### config.mk
export PLATFORM = sky130hd
export DESIGN_NAME = button_event_decoder_flat
export DESIGN_NICKNAME = d
export VERILOG_FILES = /design/src/rtl/button_event_decoder_pkg.sv /design/src/rtl/button_event_decoder_if.sv /design/src/rtl/button_event_decoder_edge_detector.sv /design/src/rtl/button_event_decoder.sv /design/src/flat_wrapper.sv
export SDC_FILE = /design/constraint.sdc
export NUM_CORES = 1
export LEC_CHECK = 0
export CELL_PAD_IN_SITES_DETAIL_PLACEMENT = 1
export CELL_PAD_IN_SITES_GLOBAL_PLACEMENT = 1
export CORE_MARGIN = 3
export CORE_UTILIZATION = 42
export DETAILED_ROUTE_END_ITERATION = 8
export GPL_ROUTABILITY_DRIVEN = 1
export PLACE_DENSITY = 0.78
export REMOVE_ABC_BUFFERS = 1
export SETUP_SLACK_MARGIN = 0.5
export SLEW_MARGIN = 20
export SYNTH_ARGS = -nofsm -noshare
export SYNTH_HDL_FRONTEND = slang
export SYNTH_SLANG_ARGS = --single-unit
export TNS_END_PERCENT = 20
### constraint.sdc
create_clock -name i_clk -period 3.05 [get_ports i_clk]
set_input_delay 0.4575 -clock i_clk [delete_from_list [all_inputs] [get_ports i_clk]]
set_output_delay 0.4575 -clock i_clk [all_outputs]
set_load 0.05 [all_outputs]
### src/rtl/button_event_decoder_pkg.sv
// Shared encodings for button event blocks: FSM states and event indices.
// Optional double-click support is enabled by BUTTON_DOUBLE_CLICK_EN.
package button_event_decoder_pkg;

   typedef enum logic [2:0] {
      ST_IDLE           = 3'd0,
      ST_PRESSED        = 3'd1,
      ST_LONG_HELD      = 3'd2,
      ST_WAIT_SECOND    = 3'd3,
      ST_SECOND_PRESSED = 3'd4
   } btn_state_e;

   localparam int EV_SHORT  = 0;
   localparam int EV_LONG   = 1;
   localparam int EV_DOUBLE = 2;
   localparam int EV_NUM    = 3;

endpackage

### src/rtl/button_event_decoder_if.sv
// Button level in, user events out.
// master = decoder side, slave = consumer/driver side.
interface button_event_decoder_if;

   logic i_btn;
   logic o_short;
   logic o_long;
   logic o_long_held;
   logic o_double;

   modport master (
      input  i_btn,
      output o_short,
      output o_long,
      output o_long_held,
      output o_double
   );

   modport slave (
      output i_btn,
      input  o_short,
      input  o_long,
      input  o_long_held,
      input  o_double
   );

endinterface

### src/rtl/button_event_decoder_edge_detector.sv
// One-cycle delay of the button level with rise/fall strobes.
// The delay register loads even during reset so a held button is no press.
module button_event_decoder_edge_detector (
   input  logic i_clk,
   input  logic i_d,
   output logic o_rise,
   output logic o_fall
);

   logic r_q;

   always_ff @(posedge i_clk) begin
      r_q <= i_d;
   end

   assign o_rise = i_d & ~r_q;
   assign o_fall = ~i_d & r_q;

endmodule

### src/rtl/button_event_decoder.sv
// Classifies a debounced button level into short/long/double events.
// Define BUTTON_DOUBLE_CLICK_EN to build the double-click states.
module button_event_decoder
   import button_event_decoder_pkg::*;
#(
   parameter int p_CNT_WIDTH    = 8,
   parameter int p_LONG_TICKS   = 200,
   parameter int p_DCLICK_TICKS = 100
) (
   input  logic                  i_clk,
   input  logic                  i_rst,
   button_event_decoder_if.master bus
);

   localparam logic [p_CNT_WIDTH-1:0] LP_LONG =
      p_CNT_WIDTH'(p_LONG_TICKS);
   localparam logic [p_CNT_WIDTH-1:0] LP_DCLICK =
      p_CNT_WIDTH'(p_DCLICK_TICKS);
   localparam logic [p_CNT_WIDTH-1:0] LP_ONE =
      p_CNT_WIDTH'(1);

   logic                   w_rise;
   logic                   w_fall;
   logic [p_CNT_WIDTH-1:0] w_cnt_inc;
   logic [p_CNT_WIDTH-1:0] w_limit;
   logic                   w_hit;

   btn_state_e             r_state;
   logic [p_CNT_WIDTH-1:0] r_cnt;
   logic [EV_NUM-1:0]      r_evt;
   logic                   r_long_held;

   button_event_decoder_edge_detector u_edge (
      .i_clk  (i_clk),
      .i_d    (bus.i_btn),
      .o_rise (w_rise),
      .o_fall (w_fall)
   );

   // One comparator serves both the hold and the gap window.
   assign w_cnt_inc = r_cnt + LP_ONE;
   assign w_limit   = (r_state == ST_PRESSED) ? LP_LONG : LP_DCLICK;
   assign w_hit     = (w_cnt_inc == w_limit);

   always_ff @(posedge i_clk) begin
      if (i_rst) begin
         r_state     <= ST_IDLE;
         r_cnt       <= '0;
         r_evt       <= '0;
         r_long_held <= 1'b0;
      end else begin
         r_evt <= '0;
         case (r_state)
            ST_IDLE: begin
               if (w_rise) begin
                  r_state <= ST_PRESSED;
                  r_cnt   <= LP_ONE;
               end
            end
            ST_PRESSED: begin
               if (w_fall) begin
`ifdef BUTTON_DOUBLE_CLICK_EN
                  // The release sample already counts as the first gap sample.
                  if (p_DCLICK_TICKS == 1) begin
                     r_evt[EV_SHORT] <= 1'b1;
                     r_state         <= ST_IDLE;
                  end else begin
                     r_state <= ST_WAIT_SECOND;
                     r_cnt   <= LP_ONE;
                  end
`else
                  r_evt[EV_SHORT] <= 1'b1;
                  r_state         <= ST_IDLE;
`endif
               end else if (w_hit) begin
                  r_evt[EV_LONG] <= 1'b1;
                  r_long_held    <= 1'b1;
                  r_state        <= ST_LONG_HELD;
               end else begin
                  r_cnt <= w_cnt_inc;
               end
            end
            ST_LONG_HELD: begin
               if (w_fall) begin
                  r_long_held <= 1'b0;
                  r_state     <= ST_IDLE;
               end
            end
`ifdef BUTTON_DOUBLE_CLICK_EN
            ST_WAIT_SECOND: begin
               if (w_rise) begin
                  r_state <= ST_SECOND_PRESSED;
               end else if (w_hit) begin
                  r_evt[EV_SHORT] <= 1'b1;
                  r_state         <= ST_IDLE;
               end else begin
                  r_cnt <= w_cnt_inc;
               end
            end
            ST_SECOND_PRESSED: begin
               if (w_fall) begin
                  r_evt[EV_DOUBLE] <= 1'b1;
                  r_state          <= ST_IDLE;
               end
            end
`endif
            default: begin
               r_state <= ST_IDLE;
            end
         endcase
      end
   end

   assign bus.o_short     = r_evt[EV_SHORT];
   assign bus.o_long      = r_evt[EV_LONG];
   assign bus.o_double    = r_evt[EV_DOUBLE];
   assign bus.o_long_held = r_long_held;

endmodule
### src/flat_wrapper.sv
// flat-port wrapper written by rule: the top's interface ports become plain ports
module button_event_decoder_flat import button_event_decoder_pkg::*;
#(
   parameter int p_CNT_WIDTH    = 8,
   parameter int p_LONG_TICKS   = 200,
   parameter int p_DCLICK_TICKS = 100
)
  (i_clk, i_rst, bus_i_btn, bus_o_short, bus_o_long, bus_o_long_held, bus_o_double);
  button_event_decoder_if bus_i ();
  input  logic i_clk;
  input  logic i_rst;
  input wire logic [$bits(bus_i.i_btn)-1:0] bus_i_btn;
  output wire logic [$bits(bus_i.o_short)-1:0] bus_o_short;
  output wire logic [$bits(bus_i.o_long)-1:0] bus_o_long;
  output wire logic [$bits(bus_i.o_long_held)-1:0] bus_o_long_held;
  output wire logic [$bits(bus_i.o_double)-1:0] bus_o_double;
  assign bus_i.i_btn = bus_i_btn;
  assign bus_o_short = bus_i.o_short;
  assign bus_o_long = bus_i.o_long;
  assign bus_o_long_held = bus_i.o_long_held;
  assign bus_o_double = bus_i.o_double;
  button_event_decoder #(.p_CNT_WIDTH(p_CNT_WIDTH), .p_LONG_TICKS(p_LONG_TICKS), .p_DCLICK_TICKS(p_DCLICK_TICKS)) u_core (.i_clk(i_clk), .i_rst(i_rst), .bus(bus_i));
endmodule
==> metrics.txt <==
site row count 15; max_cap viols 0; worst setup path start u_core.r_cnt[2]; number of fill cells 218; final hold viol count 0; Setup crit end kind flip-flop; deepest clock path buffer count 2; first-pass GRT wire length ~3.1 mm; most frequent cells in the layout dfxtp_1, a21oi_1, nand3_1, o21ai_0; crit start category flip-flop; status finished clean; die area 2450 sq um; final worst-path cycle share 80.1%; worst clock skew around 0.0043 ns; cell depth of the worst flop-to-flop path 10; post-synth top area share a little over a third; initial antenna violation count 0; FF-to-FF setup slack between 0.6 and 0.7 ns; CTS H-Tree Depth 1; Total Wirelength 1.98 mm; Async S/R FF share, synth 0%; Antenna Cells 0; Yosys warning count 0; RSZ-0062 raised after global routing no; CTS tree built; slew margin rel. 61.4%; via/cell ratio around 5.7; worst setup path endpoint u_core.r_cnt[1]; largest net degree at the start of global routing 14; HPWL Detailed ~1.4 mm; Iteration-0 DRC Markers 12; post-synthesis cell type count 35; CP Data Required Time between 3 and 4 ns; Worst Tran Pin Value roughly 0.58 ns; leading area contributor after synthesis dfxtp_1; Area growth syn-to-layout 18.1%; core area around 1800 sq um; # port buffers 5; total CTS buffers 3; Main synth FF type dfxtp_1; clock insertion delay at the later pin of the skew report ~0.28 ns; layout cell share with drive strength beyond 1 approximately a quarter; Synth Register Bits 14; clk slew on worst S/H paths around 0.090 ns; Die X 49.5 microns; Pre-antenna DRT Iters 4; total track usage 17.3%; final setup fails 0; # DRC 0; vias between 600 and 700; DR WL/cell roughly 16 microns; GPL Wtd Cong 0.757; most common cell after layout, fill and taps aside dfxtp_1; crit-path max FO 6; Detail Route Antenna Nets 0; Die Y roughly 50 microns; Initial Util around 45%; Seq/Total Area, Yosys about a third; final slew viol count 0; WP data arrival ~2.6 ns; Clock Root Buffer clkbuf_4; FF-to-FF End u_core.r_cnt[1]; Fmax approximately 400 MHz; fin crit period roughly 2.4 ns; Peak VDD IR 251 uV; final net count ~110; RR Startpoint u_core.r_cnt[2]; # clock sinks 14; placed cells around 120; Post-synth EDFFs 0; I/O pins 7; largest cells by area after synthesis dfxtp_1, ha_1, a21oi_1; gr ovfl total 0; LEAKAGE approximately 0.40 nW; Crit Path Class flip-flop to flip-flop; Worst Hold Class flip-flop to flip-flop; setup_tns 0 ns; Syn Inst Count 87; Tot Pwr approximately 0.00033 W; mapped cell area 796 sq um; Non-Filler Instances between 100 and 150; P per Cell Area between 300 and 400 nW/um^2; vias in the first global route between 600 and 700; Syn Area/Cell ~9 sq um
-- repair_timing --
action	in CTS	in global routing
hold buffers	0	0
pin swaps	0	1
buffers inserted	0	3
gates resized for setup	2	6
setup endpoints to repair	1	10
-- worst max-delay path, stage by stage (launching register included) --
cell	delay, ns
dfxtp_4	0.39
and3_2	0.19
and3_4	0.19
nand3_1	0.10
xnor2_1	0.18
ha_1	0.24
and4bb_2	0.29
o211a_1	0.20
a21boi_4	0.26
nor2_2	0.08
a32o_2	0.22
-- cell families after synthesis --
family,after synthesis,synth area share [%]
flip-flops,14,35.2
adder cells (fa/ha/maj),5,7.86
AND/OR/NAND/NOR,29,21.7
XOR/XNOR,5,5.50
AO/OA/AOI/OAI,29,26.9
buffers and inverters,4,2.36
other,1,0.471
-- metrics by stage --
step / instance area, sq um / utilization (%) / worst slack (ns) / hold slack [ns]
floorplan: 785 / - / 0.758 / 0.449
global placement: 873 / 49.5 / 0.585 / 0.482
detailed placement: 873 / 49.5 / 0.512 / 0.492
CTS: 898 / 50.9 / 0.519 / 0.510
global route: 940 / 53.3 / 0.480 / 0.532
finish: 940 / 53.3 / 0.608 / 0.507
-- cell usage after synthesis (2+ instances only) --
| cell | instances |
|---|---|
| nand2b_1 | 3 |
| xnor2_1 | 3 |
| xor2_1 | 2 |
| nand3_1 | 7 |
| o21ai_0 | 6 |
| nand2_1 | 4 |
| nor2b_1 | 3 |
| nor3_1 | 4 |
| ha_1 | 5 |
| a21oi_1 | 10 |
| o211a_1 | 2 |
| inv_1 | 2 |
| dfxtp_1 | 14 |
-- cell type report --
cell class	instances	area [sq um]	area share, %
Clock buffer	3	22.5	2.40
Inverter	2	7.51	0.799
Multi-Input combinational cell	69	507	53.9
Sequential cell	14	292	31.0
Tap cell	25	31.3	3.33
Timing Repair Buffer	9	80.1	8.52
-- power by group --
group          total (W)  internal (W)  switching [W]
registers       0.000188      0.000183     0.00000475
clock network   0.000107     0.0000457      0.0000610
logic          0.0000363     0.0000132      0.0000232
total           0.000331      0.000242      0.0000889
-- sequential cells by signal, summed over array words and instances (netlist names) --
name / flops
u_core.bus.o_long_held: 1
u_core.r_cnt: 8
u_core.r_evt: 2
u_core.r_state: 2
u_core.u_edge.r_q: 1
-- routing by layer --
metal  global-route usage [%]  vias up  share of wire, %
met5                        0        -                 0
met2                     28.0       13                50
met4                     8.29        0              0.96
met3                     3.63        2               3.2
li1                         -      344                 -
met1                     21.7      334                46
-- worst min path at each step --
stage | startpoint | to | slack, ns | depth (start not counted)
floorplan | u_core.r_state[1] | u_core.r_state[0] | 0.45 | 1
global placement | u_core.r_state[1] | u_core.r_state[0] | 0.48 | 1
detailed placement | u_core.r_cnt[7] | u_core.r_cnt[7] | 0.49 | 2
CTS | u_core.r_cnt[7] | u_core.r_cnt[7] | 0.51 | 2
global route | u_core.r_cnt[7] | u_core.r_cnt[7] | 0.53 | 2
finish | u_core.r_cnt[7] | u_core.r_cnt[7] | 0.51 | 2
(Power assumes the default switching activity.)
